File: src/rtl/sub_arbiter.sv
// sub_arbiter: two-requester arbiter in front of a shared N-bit add/subtract unit.
//
// One operation is in flight at a time. In IDLE a single requester is granted
// (the only valid one, or the one named by prio when both are valid), its
// operands are captured on the handshake edge, the result is computed and
// registered in EXEC, and it is presented in RESP until the consumer takes it.
//
// state | meaning
// IDLE  | no operation in flight, grant offered to a requester
// EXEC  | captured operands being computed, result registered on exit
// RESP  | result held on rsp_* until rsp_ready
//
// Ports
//   clk, rst_n                         clock, async active-low reset
//   req0_valid/ready/a/b/op            requester 0 (op: 0 = a-b, 1 = a+b)
//   req1_valid/ready/a/b/op            requester 1
//   rsp_valid, rsp_ready               result handshake
//   rsp_id, rsp_sum, rsp_c_out, rsp_ovf  result owner, value, carry, signed overflow
//   busy                               high whenever not in IDLE
module sub_arbiter #(
   parameter int N = 32
) (
   input  logic         clk,
   input  logic         rst_n,
   input  logic         req0_valid,
   output logic         req0_ready,
   input  logic [N-1:0] req0_a,
   input  logic [N-1:0] req0_b,
   input  logic         req0_op,
   input  logic         req1_valid,
   output logic         req1_ready,
   input  logic [N-1:0] req1_a,
   input  logic [N-1:0] req1_b,
   input  logic         req1_op,
   output logic         rsp_valid,
   input  logic         rsp_ready,
   output logic         rsp_id,
   output logic [N-1:0] rsp_sum,
   output logic         rsp_c_out,
   output logic         rsp_ovf,
   output logic         busy
);

   typedef enum logic [1:0] {
      IDLE = 2'd0,
      EXEC = 2'd1,
      RESP = 2'd2
   } state_t;

   state_t       state_q, state_d;
   logic         prio_q, prio_d;
   logic         grant, grant_vld;
   logic         accept;
   logic         load_op, load_rsp;

   logic [N-1:0] a_q, b_q;
   logic         op_q, id_q;

   logic [N-1:0] b_eff;
   logic [N:0]   full_sum;
   logic         ovf_c;

   // Grant selection; when nobody is valid grant_vld is low and grant is unused.
   always_comb begin
      grant_vld = req0_valid | req1_valid;
      grant     = (req0_valid & req1_valid) ? prio_q : req1_valid;
   end

   assign req0_ready = (state_q == IDLE) & grant_vld & ~grant;
   assign req1_ready = (state_q == IDLE) & grant_vld &  grant;
   assign accept     = (req0_ready & req0_valid) | (req1_ready & req1_valid);

   always_ff @(posedge clk or negedge rst_n) begin
      if (!rst_n) begin
         state_q <= IDLE;
         prio_q  <= 1'b0;
      end else begin
         state_q <= state_d;
         prio_q  <= prio_d;
      end
   end

   always_comb begin
      state_d  = state_q;
      prio_d   = prio_q;
      load_op  = 1'b0;
      load_rsp = 1'b0;
      case (state_q)
         IDLE: begin
            if (accept) begin
               load_op = 1'b1;
               prio_d  = ~grant;
               state_d = EXEC;
            end
         end
         EXEC: begin
            load_rsp = 1'b1;
            state_d  = RESP;
         end
         RESP: begin
            if (rsp_ready) state_d = IDLE;
         end
         default: state_d = IDLE;
      endcase
   end

   // Operand capture: the in-flight op is isolated from later req input changes.
   always_ff @(posedge clk or negedge rst_n) begin
      if (!rst_n) begin
         a_q  <= '0;
         b_q  <= '0;
         op_q <= 1'b0;
         id_q <= 1'b0;
      end else if (load_op) begin
         a_q  <= grant ? req1_a  : req0_a;
         b_q  <= grant ? req1_b  : req0_b;
         op_q <= grant ? req1_op : req0_op;
         id_q <= grant;
      end
   end

   // Subtract is a + ~b + 1: invert b and use ~op as the carry in.
   always_comb begin
      b_eff    = op_q ? b_q : ~b_q;
      full_sum = {1'b0, a_q} + {1'b0, b_eff} + {{N{1'b0}}, ~op_q};
      ovf_c    = (a_q[N-1] == b_eff[N-1]) & (full_sum[N-1] != a_q[N-1]);
   end

   always_ff @(posedge clk or negedge rst_n) begin
      if (!rst_n) begin
         rsp_sum   <= '0;
         rsp_c_out <= 1'b0;
         rsp_ovf   <= 1'b0;
         rsp_id    <= 1'b0;
      end else if (load_rsp) begin
         rsp_sum   <= full_sum[N-1:0];
         rsp_c_out <= full_sum[N];
         rsp_ovf   <= ovf_c;
         rsp_id    <= id_q;
      end
   end

   assign rsp_valid = (state_q == RESP);
   assign busy      = (state_q != IDLE);

endmodule

File: config.mk
export PLATFORM = sky130hd
export DESIGN_NAME = sub_arbiter
export DESIGN_NICKNAME = d
export VERILOG_FILES = /design/src/rtl/sub_arbiter.sv
export SDC_FILE = /design/constraint.sdc
export NUM_CORES = 1
export LEC_CHECK = 0
export CAP_MARGIN = 20
export CORE_MARGIN = 4
export CORE_UTILIZATION = 52
export DETAILED_ROUTE_END_ITERATION = 8
export GPL_TIMING_DRIVEN = 1
export PLACE_DENSITY = 0.87
export SYNTH_ARGS = -nofsm -noshare
export SYNTH_HDL_FRONTEND = slang
export SYNTH_SLANG_ARGS = --single-unit
export TNS_END_PERCENT = 10
File: constraint.sdc
create_clock -name clk -period 8.6 [get_ports clk]
set_input_delay 2.15 -clock clk [delete_from_list [all_inputs] [get_ports clk]]
set_output_delay 2.15 -clock clk [all_outputs]
set_load 0.01 [all_outputs]
==> impl_metrics.ini <==
[outcome]
outcome = finished, final reports clean

[sta]
grt_setup_unrepaired = no
max_slew_margin_pct = 31.2
holdWs_ns = 0.472
final.setup_skew_ns = 0.00805
max_freq_mhz = 147
post-route-min-period_ns = 6.81
finalSetupViolations = 0
hold_violations = 0
tns_ns = 0
tightest_slew_ns = 1.03
worst_slack_ns = 1.79
drv_slew = 0
post-route-period-util_pct = 79.2

[worst_setup_path]
cp.arrival_ns = 4.66
reg2reg_depth = 11
worstPathRequired_ns = 6.45
max_stage_delay_ns = 0.88
rrSetupSlack_ns = 4.18
crit_path_cell_trace = clkdlybuf4s50_1, inv_1, o21ai_2, buf_4, and2_2, clkdlybuf4s50_1
r2r_start = op_q
endpoint_kind = output port
critPathLaunch = req0_valid
cpMostUsedCell = clkdlybuf4s50_1
path_depth = 6
r2r_end = rsp_sum[30]
crit_type = in2out
crit_fanout = 53
setup.worst_path.end = req0_ready
cp.buffers_inverters = 4
cp_slowest_cell = and2_2
cp_top_family = buffers and inverters
cp-start-kind = primary input

[routing]
wl_per_cell_um = 18.1
drtPass1Iterations = 8
vias = 5532
viasPerCell = 5.94
drc_errors = 0
wirelength_um = 16900
drt_iter0_markers = 577
drt.antenna.violating_nets = 0

[synthesis]
syn_nets = 801
synth_edf_count = 0
ys_types = 51
ys_top_cells_by_area = dfrtp_1 43%, a222oi_1 8.6%, xnor2_1 7.1%
netlist_instances = 634
ys_seq_area_share_pct = 42.9
syn_avg_cell_area_um2 = 9.58
ys_ff_latch = 104
synth_area_um2 = 6070
yosys.area.top_type = dfrtp_1
async_reset_ff_share_pct = 100
synth_flop_cell = dfrtp_1
yosysTopAreaCellShare_pct = 42.9
ys_warn_count = 0

[layout]
final_common_cell = clkdlybuf4s50_1
final_nets = 951
final_cell_area_um2 = 8200
drive_gt1_share_pct = 4.06
final_util_pct = 71.8
insertedDiodeCount = 0
area_growth_pct = 35.1
most-common-layout-cells = 172 x clkdlybuf4s50_1, 103 x dfrtp_1, 65 x nand2_1, 62 x inv_1, 52 x a222oi_1

[cts]
clk_pin_slew_ns = 0.07
cts_tree = built
cts_resized = 0
numCtsBuffers = 9
cts_sinks = 104
post_cts_buffers = 0
cts.path.max_buffers = 2
hold_buffers = 0
ctsRootBufferMaster = clkbuf_16
clk-insertion-delay-late_ns = 0.35
htreeDepth = 3

[floorplanning]
io_pins = 174
initial_core_util_pct = 53.2
core-area_um2 = 11400
die_area_um2 = 13500
die_h_um = 116
placementRows = 39
die_w_um = 116

[global_routing]
overflow = 0
grt_pass1_wl_um = 27200
antenna_found_initial = 0
grt_pass1_vias = 5672
track_usage_pct = 25.4
grt_max_degree = 81

[placed_design]
dpl.hpwl_um = 12400
postPlaceCellArea_um2 = 7890
numPortBuffers = 173
gp_congestion = 0.875
pre_cts_ws_ns = 1.82

[pwr]
irDropWorstVdd_mv = 0.251
leakage_nw = 3.73
powerDensity_nw_per_um2 = 513

[job]
maxCapViolations = 0

[min_path]
hp-class = reg2reg
==> Yosys cell counts (2+ instances only) <==
cell type,instances
dfrtp_1,104
nand2_1,65
inv_1,62
a222oi_1,52
xnor2_1,49
o21ai_0,44
clkbuf_1,33
ha_1,31
a21oi_1,27
o21ai_1,18
nor2_1,16
a21o_1,13
mux2i_1,13
nand3_1,10
xor2_1,10
nand2b_1,9
buf_1,6
nor3_1,6
a211oi_1,5
a31oi_1,5
o21bai_1,4
a2111oi_0,3
and2_1,3
and4_1,3
nand4_1,3
nor3b_1,3
o211ai_1,3
o21a_1,3
o31ai_1,3
a211o_1,2
nor4b_1,2
o31a_1,2
or2_2,2
or3_1,2
or4_1,2
==> metrics by stage <==
stage	instances	total power [mW]
CTS	932	4.18
detailed placement	916	3.69
global route	932	4.54
global placement	916	3.55
floorplan	634	2.92
finish	932	4.21
==> metal layers <==
metal	track usage (%)	wire, µm
met2	43.8	8600
met4	8.66	344
met5	0	0
met3	3.81	1030
met1	32.7	6930
==> how the worst min path moves through the flow <==
| stage | to | startpoint | slack, ns | cells after the start |
|---|---|---|---|---|
| 2_1_floorplan | id_q | id_q | 0.45 | 1 |
| 4_1_cts | id_q | id_q | 0.48 | 1 |
| 3_3_place_gp | id_q | id_q | 0.45 | 1 |
| 5_1_grt | id_q | id_q | 0.49 | 1 |
| 6_report | id_q | id_q | 0.47 | 1 |
| 3_5_place_dp | id_q | id_q | 0.46 | 1 |
==> area by class of cell <==
cell class / instances / area (µm²)
Clock inverter: 5 / 81.3
Tap cell: 143 / 179
Fill cell: 813 / 3220
Sequential cell: 104 / 2600
Multi-Input combinational cell: 429 / 3110
Inverter: 62 / 233
Timing Repair Buffer: 178 / 1770
Clock buffer: 11 / 233
==> state kept, by name (all words and copies together), names as in the netlist <==
name	count
rsp_id	1
a_q	32
id_q	1
op_q	1
rsp_ovf	1
rsp_sum	32
rsp_c_out	1
prio_q	1
b_q	32
state_q	2
==> report_power, final <==
group	internal [mW]	switching (mW)	leakage (nW)
Clock	0.256	0.182	0.150
Sequential	0.739	0.203	1.28
Combinational	1.24	1.59	2.30
Total	2.23	1.98	3.73
==> cell families (layout without fill, tap and decap cells) <==
kind of cell / count (synthesis) / after routing / synth area share, %
compound gates: 194 / 194 / 23.2
simple gates: 130 / 130 / 10.1
flops: 104 / 104 / 42.9
buf+inv: 101 / 256 / 6.24
xor+xnor: 59 / 59 / 8.51
fa+ha+maj: 32 / 32 / 6.72
mux: 14 / 14 / 2.33
(Power assumes the default switching activity.)
